**src/rtl/bitmanip_pkg.sv**
```systemverilog
// bitmanip_pkg: shared op codes, FSM state type and datapath width default for bitmanip_alu
package bitmanip_pkg;
    localparam int XLEN_DEFAULT = 32;
    localparam logic [3:0] ALU_AND    = 4'b0000;
    localparam logic [3:0] ALU_OR     = 4'b0001;
    localparam logic [3:0] ALU_ADD    = 4'b0010;
    localparam logic [3:0] ALU_SLL    = 4'b0011;
    localparam logic [3:0] ALU_SUB    = 4'b0100;
    localparam logic [3:0] ALU_SRL    = 4'b0101;
    localparam logic [3:0] ALU_MUL    = 4'b0110;
    localparam logic [3:0] ALU_XOR    = 4'b0111;
    localparam logic [3:0] ALU_GRUP   = 4'b1001;
    localparam logic [3:0] ALU_DEGRUP = 4'b1010;
    typedef enum logic [1:0] {IDLE, BUSY, DONE} state_t;
endpackage

```
**src/rtl/bitmanip_grup_iter.sv**
```systemverilog
// bitmanip_grup_iter: bit-serial GRUP/DEGRUP engine, built only when BITMANIP_ALU_GRUP_EN is defined
`ifdef BITMANIP_ALU_GRUP_EN
module bitmanip_grup_iter
    import bitmanip_pkg::*;
#(
    parameter int XLEN = XLEN_DEFAULT
) (
    input  logic                     clock,
    input  logic                     reset_n,
    input  logic                     start,
    input  logic                     step,
    input  logic                     inverse,
    input  logic [XLEN-1:0]          src,
    input  logic [XLEN-1:0]          mask,
    input  logic [$clog2(XLEN)-1:0]  idx,
    output logic [XLEN-1:0]          res_next
);
    localparam int IW = $clog2(XLEN);
    logic [XLEN-1:0] src_q, mask_q, acc;
    logic [IW-1:0] lo, hi;
    logic [IW:0] zeros;
    logic inv_q;
    // number of zero mask bits: where the upper group begins
    always_comb begin
        zeros = '0;
        for (int i = 0; i < XLEN; i++) zeros = zeros + {{IW{1'b0}}, ~mask[i]};
    end
    // place one bit per step: pack into lo/hi slots, or unpack from them
    always_comb begin
        res_next = acc;
        if (inv_q) res_next[idx] = mask_q[idx] ? src_q[hi] : src_q[lo];
        else res_next[mask_q[idx] ? hi : lo] = src_q[idx];
    end
    // operand capture on start, pointer advance on each step
    always_ff @(posedge clock) begin
        if (!reset_n) begin
            src_q  <= '0;
            mask_q <= '0;
            acc    <= '0;
            lo     <= '0;
            hi     <= '0;
            inv_q  <= 1'b0;
        end else if (start) begin
            src_q  <= src;
            mask_q <= mask;
            acc    <= '0;
            lo     <= '0;
            hi     <= zeros[IW-1:0];
            inv_q  <= inverse;
        end else if (step) begin
            acc <= res_next;
            if (mask_q[idx]) hi <= hi + 1'b1;
            else lo <= lo + 1'b1;
        end
    end
endmodule
`endif

```
**src/rtl/bitmanip_alu.sv**
```systemverilog
// bitmanip_alu: handshaked ALU, single-cycle logic/add/shift, iterative MUL; GRUP/DEGRUP with BITMANIP_ALU_GRUP_EN
module bitmanip_alu
    import bitmanip_pkg::*;
#(
    parameter int XLEN = XLEN_DEFAULT
) (
    input  logic            clock,
    input  logic            reset_n,
    input  logic            in_valid,
    output logic            in_ready,
    input  logic [3:0]      alu_control,
    input  logic            regwrite_control,
    input  logic [XLEN-1:0] rs1,
    input  logic [XLEN-1:0] rs2,
    input  logic [4:0]      in_rd,
    output logic            out_valid,
    input  logic            out_ready,
    output logic [XLEN-1:0] result,
    output logic [4:0]      out_rd,
    output logic            out_regwrite,
    output logic            zero,
    output logic            illegal
);
    localparam int IW = $clog2(XLEN);
    state_t state, state_next;
    logic [IW-1:0] count;
    logic [XLEN-1:0] mul_a, mul_b, acc, mul_sum, alu_res, fin;
    logic bad, iter, accept, last;

    assign accept  = state == IDLE && in_valid;
    assign last    = state == BUSY && count == IW'(XLEN - 1);
    assign mul_sum = acc + (mul_b[0] ? mul_a : '0);

`ifdef BITMANIP_ALU_GRUP_EN
    logic mul_op;
    logic [XLEN-1:0] grup_res;
    assign iter = alu_control inside {ALU_MUL, ALU_GRUP, ALU_DEGRUP};
    assign fin  = mul_op ? mul_sum : grup_res;
    bitmanip_grup_iter #(.XLEN(XLEN)) u_grup (
        .clock    (clock),
        .reset_n  (reset_n),
        .start    (accept),
        .step     (state == BUSY),
        .inverse  (alu_control == ALU_DEGRUP),
        .src      (rs1),
        .mask     (rs2),
        .idx      (count),
        .res_next (grup_res)
    );
    // remember whether the running iteration is a multiply or a grouping op
    always_ff @(posedge clock) begin
        if (!reset_n) mul_op <= 1'b0;
        else if (accept) mul_op <= alu_control == ALU_MUL;
    end
`else
    assign iter = alu_control == ALU_MUL;
    assign fin  = mul_sum;
`endif

    // single-cycle datapath and legality decode
    always_comb begin
        alu_res = '0;
        bad     = 1'b0;
        case (alu_control)
            ALU_AND: alu_res = rs1 & rs2;
            ALU_OR:  alu_res = rs1 | rs2;
            ALU_ADD: alu_res = rs1 + rs2;
            ALU_SUB: alu_res = rs1 - rs2;
            ALU_XOR: alu_res = rs1 ^ rs2;
            ALU_SLL: alu_res = rs1 << rs2[IW-1:0];
            ALU_SRL: alu_res = rs1 >> rs2[IW-1:0];
            ALU_MUL: ;
`ifdef BITMANIP_ALU_GRUP_EN
            ALU_GRUP, ALU_DEGRUP: ;
`endif
            default: bad = 1'b1;
        endcase
    end

    // state register
    always_ff @(posedge clock) begin
        if (!reset_n) state <= IDLE;
        else state <= state_next;
    end

    // next-state logic
    always_comb begin
        state_next = state;
        case (state)
            IDLE:    if (in_valid) state_next = iter ? BUSY : DONE;
            BUSY:    if (last) state_next = DONE;
            DONE:    if (out_ready) state_next = IDLE;
            default: state_next = IDLE;
        endcase
    end

    // handshake outputs decoded from state
    always_comb begin
        in_ready  = state == IDLE;
        out_valid = state == DONE;
    end

    // operand capture, shift-add multiply and registered results
    always_ff @(posedge clock) begin
        if (!reset_n) begin
            count        <= '0;
            mul_a        <= '0;
            mul_b        <= '0;
            acc          <= '0;
            result       <= '0;
            zero         <= 1'b0;
            illegal      <= 1'b0;
            out_rd       <= '0;
            out_regwrite <= 1'b0;
        end else if (accept) begin
            count        <= '0;
            mul_a        <= rs1;
            mul_b        <= rs2;
            acc          <= '0;
            out_rd       <= in_rd;
            illegal      <= bad;
            out_regwrite <= regwrite_control & ~bad;
            if (!iter) begin
                result <= alu_res;
                zero   <= alu_res == '0;
            end
        end else if (state == BUSY) begin
            count <= count + 1'b1;
            mul_a <= mul_a << 1;
            mul_b <= mul_b >> 1;
            acc   <= mul_sum;
            if (last) begin
                result <= fin;
                zero   <= fin == '0;
            end
        end
    end
endmodule

```
**config.mk**
```make
export PLATFORM = sky130hd
export DESIGN_NAME = bitmanip_alu
export DESIGN_NICKNAME = d
export VERILOG_FILES = /design/src/rtl/bitmanip_pkg.sv /design/src/rtl/bitmanip_grup_iter.sv /design/src/rtl/bitmanip_alu.sv
export SDC_FILE = /design/constraint.sdc
export NUM_CORES = 1
export LEC_CHECK = 0
export CAP_MARGIN = 0
export CORE_ASPECT_RATIO = 0.75
export CORE_MARGIN = 2
export CORE_UTILIZATION = 35
export CTS_CLUSTER_SIZE = 16
export DETAILED_ROUTE_END_ITERATION = 10
export GPL_TIMING_DRIVEN = 1
export PLACE_DENSITY = 0.48
export SLEW_MARGIN = 20
export SYNTH_ARGS = -nofsm -noshare
export SYNTH_HDL_FRONTEND = slang
export SYNTH_HIERARCHICAL = 1
export SYNTH_SLANG_ARGS = --single-unit
```
**constraint.sdc**
```tcl
create_clock -name clock -period 6.2 [get_ports clock]
set_clock_uncertainty 0.15 [all_clocks]
set_input_delay 0.62 -clock clock [delete_from_list [all_inputs] [get_ports clock]]
set_output_delay 0.62 -clock clock [all_outputs]
set_load 0.005 [all_outputs]
```
==> results of run 1 <==
critical path: cells and delay by family:
| kind | cells | cell delay, ns |
|---|---|---|
| AO/OA/AOI/OAI | 7 | 1.44 |
| XOR/XNOR | 2 | 0.37 |
| buffers and inverters | 1 | 0.41 |
| adder cells (fa/ha/maj) | 1 | 0.27 |
| AND/OR/NAND/NOR | 10 | 2.75 |
state kept, by name (all words and copies together), names as in the netlist:
signal / count
result: 32
out_regwrite: 1
zero: 1
count: 5
mul_a: 32
mul_b: 32
out_rd: 5
illegal: 1
acc: 32
state: 2
synthesized netlist by cell type (all sizes together), types with 7 or more instances:
master,n
o21bai,7
a211oi,35
o21ai,123
dfxtp,143
xnor2,48
buf,48
nand4,21
o31ai,10
and2,49
mux2,28
a31oi,26
nor2,158
a22oi,74
o22ai,8
mux2i,54
nor4,19
nor3,46
o21a,7
nand2b,22
a221oi,13
or2,13
inv,88
clkbuf,134
nand2,290
o2111ai,7
or3,14
and3,11
nand3,39
a21boi,90
mux4,61
a211o,9
nor2b,31
xor2,21
ha,130
a21o,17
a21oi,142
o211ai,38
cell families after synthesis:
logic type,Yosys count
simple gates,750
compound gates,666
buf+inv,270
mux,143
flops,143
fa+ha+maj,132
xor+xnor,70
worst paths after layout:
path	start	end	slack, ns	cells past startpoint
worst max-delay path	rs2[3]	zero	0.53	21
worst min-delay path	acc[30]	acc[30]	0.31	2
worst max register to register	mul_b[0]	zero	1.51	15
worst min register to register	acc[30]	acc[30]	0.31	2
power by group:
group | total (mW) | internal (mW) | switching [mW]
Sequential | 0.988 | 0.961 | 0.0270
Clock | 1.00 | 0.550 | 0.452
Combinational | 1.29 | 0.481 | 0.806
Total | 3.28 | 1.99 | 1.28
final cells by class:
type                       count  share of cell area
clock buffer                  18              0.0224
clock inverter                13             0.00613
inverter                      88              0.0172
multi-input combinational   1761               0.657
sequential                   143               0.149
tap                          630              0.0411
timing repair buffer         236               0.107
routing by layer:
layer,global-route usage,vias up,wire [µm]
met5,0,-,13
met4,0.0621,2,1160
met3,0.0836,62,8380
met2,0.448,902,31800
met1,0.516,8769,39900
li1,-,8099,-
through the flow:
stage	hold WS, ns	setup WS [ns]	power, mW	std cells
5_1_grt	0.332	0.170	3.42	2889
4_1_cts	0.313	0.639	3.26	2889
3_5_place_dp	0.304	0.185	2.25	2858
2_1_floorplan	0.291	0.443	1.72	2174
3_3_place_gp	0.297	0.150	2.26	2858
6_report	0.311	0.533	3.28	2889
==> results.txt, run 1 <==
----------------------------------------------------
[Floorplanning]
  Starting utilization of the core area ... 0.357
  Horizontal extent of the die ... 255 µm
  Number of primary I/O pins ... 120
  Die Footprint ... 49,000 µm²
  Core area ... 46,300 µm²
  Total number of placement rows ... 68
  Height of the die ... 192 µm

[Clock tree]
  Buffers inserted during post-CTS setup optimization ... 0
  Clock buffers created by TritonCTS ... 17
  Number of levels the H-tree was split into ... 4
  CTS tree ... built
  Number of buffers inserted by hold repair at cts ... 0
  Clock latency on the worst-skew pair ... 0.45 ns
  Clock root buffer master ... sky130_fd_sc_hd__clkbuf_16
  Buffers from clock root to sink, at most ... 2
  Number of instances resized during post-cts repair ... 0
  Clock sink count ... 143
  Clk slew on worst S/H paths ... 0.06 ns

[Hold path]
  Worst hold-check path type ... reg -> reg

[Critical path]
  Stage delay of the slowest cell on the critical path ... 0.44 ns
  Endpoint required time on the critical path ... 6.42 ns
  Nature of the critical path endpoint ... flip-flop
  Slowest stage cell, crit path ... sky130_fd_sc_hd__or4_1
  Largest fanout of any net on the critical path ... 3
  Crit start category ... primary input
  Cell Chain, Critical Path ... clkdlybuf4s50_1 > or2_2 > nor3_1 > nand2_1 > or4_1 > nor2_1 > nand2_1 > o21ai_0 > xnor2_1 > ha_1 > a21oi_1 > o21ai_1 > or3_1 > or3_1 > a31oi_1 > o21ai_0 > xor2_1 > a221o_1 > nor4_1 > nand4_1 > o31ai_2
  CP arrival ... 5.88 ns
  Setup CP Type ... in -> reg

[Yosys]
  Fraction of synthesized area in multiplexers ... 0.135
  Biggest area consumer among synthesized cells ... sky130_fd_sc_hd__dfxtp_1
  Share of the synthesized area in compound gates (AO/OA/AOI/OAI) ... 0.271
  Share of the synthesized netlist area taken by xor and xnor gates ... 0.0380
  Post-Synthesis Net Count ... 2,384
  Sequential cell area fraction in the yosys report ... 0.173
  Dominant combinational cell family by area after synthesis ... compound AO/OA/AOI/OAI gates
  Synth top area share ... 0.173
  Synthesis-stage register bit count ... 143
  Area of the mapped netlist ... 16,500 µm²
  Post-synth EDFFs ... 0
  Post-Synth Simple-Gate Area ... 0.215
  Number of cells produced by synthesis ... 2,174
  Prevailing post-synth register cell ... sky130_fd_sc_hd__dfxtp_1
  Yosys cell types ... 90
  Area contributors post-synth ... sky130_fd_sc_hd__dfxtp_1, sky130_fd_sc_hd__ha_1, sky130_fd_sc_hd__mux4_2
  Adder-cell share of the synthesized area ... 0.101
  Ys Warns ... 6
  Mean area per synthesized cell ... 7.60 µm²
  Post-synthesis async set-or-reset flop share ... 0

[Global route]
  Global routing usage summed across all routing layers ... 0.331
  Number of antenna violations at the first check in global routing ... 6
  Pin count of the biggest net entering global routing ... 62
  Global route overflow ... 0
  Wire length of the first global-routing pass ... 117,000 µm
  Via count of the first global-routing pass ... 16.3k

[Timing]
  Number of max-slew violations in the final report ... 0
  Final critical delay including setup and external delays ... 5.67 ns
  RSZ-0062 raised after global routing ... no
  Max frequency ... 176 MHz
  Worst slew margin relative to its limit ... 0.255
  Setup-violating endpoint count in the final report ... 0
  Ratio of final minimum period to clock period ... 0.914
  Setup tns final ... 0 ns
  Transition time at the pin with the least slew margin ... 1.11 ns
  Final Hold Fails ... 0

[Finish]
  Most common library cell in the layout ignoring fill and taps ... sky130_fd_sc_hd__nand2_1
  Area of the multi-input gates ... 12,600 µm²
  Area growth, synth to finish ... 16.1%
  Number of diodes ... 0
  Share of post-route cells with drive strength above 1 ... 0.123
  Area of all sequential standard cells ... 2860 µm²
  Final net count ... 2,457
  Filler Cells Inserted ... 4,801
  Leading cell types in the layout, fill and taps excluded ... sky130_fd_sc_hd__nand2_1, sky130_fd_sc_hd__nor2_1, sky130_fd_sc_hd__dfxtp_1
  Total non-filler cell area in the finished layout ... 19,200 µm²
  Final core utilization ... 0.415

[Placed design]
  Quantity of I/O buffers inserted on ports ... 119
  Detailed Place HPWL ... 63,700 µm
  GPL Wtd Cong ... 1.02
  Post-detailed-placement cell area ... 18,600 µm²

[Drt]
  Starting DRC count in detailed routing ... 2,104
  Number of nets with antenna violations after routing ... 0
  Overall via count from detail_route ... 17.8k
  Detailed-route DRC error count ... 0
  Drt total wl ... 81,200 µm
  First-pass detailed-route iteration total ... 5
  Per-cell via count in the routed design ... 6.17
  Final routed wire length divided by cell count ... 28.1 µm

[Power and ir drop]
  Leak ... 7.55 nW
  Maximum vdd drop ... 0.190 mV
  Power per unit of standard cell area ... 171 nW/µm²

[Status]
  Result of the run ... finished, final reports clean

[Job]
  Max-Cap Viols ... 0

----------------------------------------------------
Power figures use the tool's default switching activity.
==> run 2: changes to the inputs <==
DONT_BUFFER_PORTS = 1   (was not set)
PLACE_DENSITY = 0.45   (was 0.48)
clock period = 6.5 ns   (was 6.2 ns; I/O delays follow)
==> results.txt, run 2 (synthesized netlist as in run 1, its figures left out) <==
----------------------------------------------------
[Status]
  Result of the run ... finished, final reports clean

[Floorplanning]
  Total number of placement rows ... 68
  Height of the die ... 192 µm
  Core area ... 46,300 µm²
  Die Footprint ... 49,000 µm²
  Horizontal extent of the die ... 255 µm
  Number of primary I/O pins ... 120
  Starting utilization of the core area ... 0.357

[Critical path]
  Crit start category ... primary input
  Cell Chain, Critical Path ... inv_2 > ha_1 > nor2b_1 > nand2_1 > or4_1 > nor2_1 > nand2_1 > o21ai_0 > xnor2_1 > ha_1 > a21oi_1 > o21ai_1 > or3_1 > or3_1 > a31oi_1 > o21ai_0 > xor2_1 > a221o_1 > nor4_1 > nand4_1 > o31ai_2
  Largest fanout of any net on the critical path ... 93
  Endpoint required time on the critical path ... 6.71 ns
  Nature of the critical path endpoint ... flip-flop
  Stage delay of the slowest cell on the critical path ... 0.45 ns
  Number of cells on the worst reg-to-reg path ... 15
  Slowest stage cell, crit path ... sky130_fd_sc_hd__or4_1
  CP arrival ... 5.73 ns
  Setup CP Type ... in -> reg

[Finish]
  Leading cell types in the layout, fill and taps excluded ... sky130_fd_sc_hd__nand2_1, sky130_fd_sc_hd__nor2_1, sky130_fd_sc_hd__a21oi_1, sky130_fd_sc_hd__dfxtp_1, sky130_fd_sc_hd__ha_1
  Number of diodes ... 0
  Share of post-route cells with drive strength above 1 ... 0.0899
  Non-filler instance count after layout ... 2,676
  Most common library cell in the layout ignoring fill and taps ... sky130_fd_sc_hd__nand2_1
  Final net count ... 2,243
  Area growth, synth to finish ... 5.37%
  Filler Cells Inserted ... 4,903

[Job]
  Max-Cap Viols ... 0

[Global route]
  Number of antenna violations at the first check in global routing ... 4
  Wire length of the first global-routing pass ... 110,000 µm
  Global routing usage summed across all routing layers ... 0.313
  Pin count of the biggest net entering global routing ... 110
  Via count of the first global-routing pass ... 15.4k
  Global route overflow ... 0

[Hold path]
  Hold-critical path depth ... 2
  Worst hold-check path type ... in -> reg

[Clock tree]
  Buffers inserted during post-CTS setup optimization ... 0
  Number of instances resized during post-cts repair ... 0
  Clock sink count ... 143
  Number of buffers inserted by hold repair at cts ... 0
  CTS tree ... built
  Clock root buffer master ... sky130_fd_sc_hd__clkbuf_16
  Clock buffers created by TritonCTS ... 17
  Clk slew on worst S/H paths ... 0.07 ns
  Clock latency on the worst-skew pair ... 0.46 ns
  Number of levels the H-tree was split into ... 4
  Buffers from clock root to sink, at most ... 2

[Timing]
  Hold WS ... 0.183 ns
  Setup tns final ... 0 ns
  RSZ-0062 raised after global routing ... no
  Setup-violating endpoint count in the final report ... 0
  Number of max-slew violations in the final report ... 0
  Final Hold Fails ... 0
  Worst slew margin relative to its limit ... 0.126
  Final critical delay including setup and external delays ... 5.51 ns
  Max frequency ... 181 MHz
  Ratio of final minimum period to clock period ... 0.848
  Transition time at the pin with the least slew margin ... 1.30 ns

[Power and ir drop]
  Leak ... 6.71 nW
  Power per unit of standard cell area ... 170 nW/µm²
  Maximum vdd drop ... 0.168 mV

[Drt]
  Detailed-route DRC error count ... 0
  First-pass detailed-route iteration total ... 6
  Final routed wire length divided by cell count ... 28.8 µm
  Starting DRC count in detailed routing ... 2,020
  Drt total wl ... 77,100 µm
  Overall via count from detail_route ... 16.8k
  Number of nets with antenna violations after routing ... 0
  Per-cell via count in the routed design ... 6.26

[Placed design]
  GPL Wtd Cong ... 1.02
  Detailed Place HPWL ... 58,800 µm
  Quantity of I/O buffers inserted on ports ... 0
  Number of cells in the design after placement ... 2,644

----------------------------------------------------
run 2: cell types whose count changed in the layout (fill, tap and decap cells not counted), moves of 2 or more:
cell                              previous run  this run
sky130_fd_sc_hd__inv_6                       2         5
sky130_fd_sc_hd__nor4bb_1                    3         1
sky130_fd_sc_hd__clkinvlp_4                  5         0
sky130_fd_sc_hd__clkbuf_8                    0         2
sky130_fd_sc_hd__bufinv_16                   1         3
sky130_fd_sc_hd__clkdlybuf4s50_1           115         0
sky130_fd_sc_hd__inv_8                       0         4
sky130_fd_sc_hd__clkinv_2                    3         0
sky130_fd_sc_hd__buf_4                     121        22
run 2: cell type report:
| type | count | area, µm² | share of cell area |
|---|---|---|---|
| clock buffer | 19 | 453 | 0.0260 |
| clock inverter | 13 | 188 | 0.0108 |
| inverter | 88 | 330 | 0.0190 |
| multi-input combinational | 1761 | 12600 | 0.725 |
| sequential | 143 | 2860 | 0.164 |
| tap | 630 | 788 | 0.0453 |
| timing repair buffer | 22 | 165 | 0.00948 |
run 2: report_power, final:
| part | switching, mW | internal [mW] |
|---|---|---|
| sequential | 0.0318 | 0.916 |
| clock | 0.461 | 0.642 |
| combinational | 0.558 | 0.352 |
run 2: stage by stage:
step / power (mW) / utilization / instance area (µm²) / setup slack (ns)
3_5_place_dp: 1.85 / 0.362 / 16800 / 0.637
2_1_floorplan: 1.65 / - / 16500 / 0.713
6_report: 2.96 / 0.376 / 17400 / 0.986
4_1_cts: 2.96 / 0.376 / 17400 / 1.08
5_1_grt: 3.09 / 0.376 / 17400 / 0.658
3_3_place_gp: 1.85 / 0.362 / 16800 / 0.660
run 2: routing by layer:
metal	up-vias	global-route usage	part of all wire
met4	2	0.0569	0.013
met3	65	0.124	0.13
li1	7661	-	-
met5	-	0	0.00017
met2	765	0.423	0.39
met1	8261	0.462	0.48
run 2: final timing paths:
path	startpoint	slack, ns	endpoint
setup / recovery	rs2[1]	0.99	zero
hold reg to reg	mul_b[20]	0.31	mul_b[20]
hold / removal	in_rd[2]	0.18	out_rd[2]
setup reg to reg	mul_b[0]	1.83	zero
run 2: worst max-delay path, delay by kind of cell:
family,cells,cell delay [ns]
xor+xnor,2,0.26
buf+inv,1,0.25
fa+ha+maj,2,0.64
simple gates,9,2.41
compound gates,7,1.50
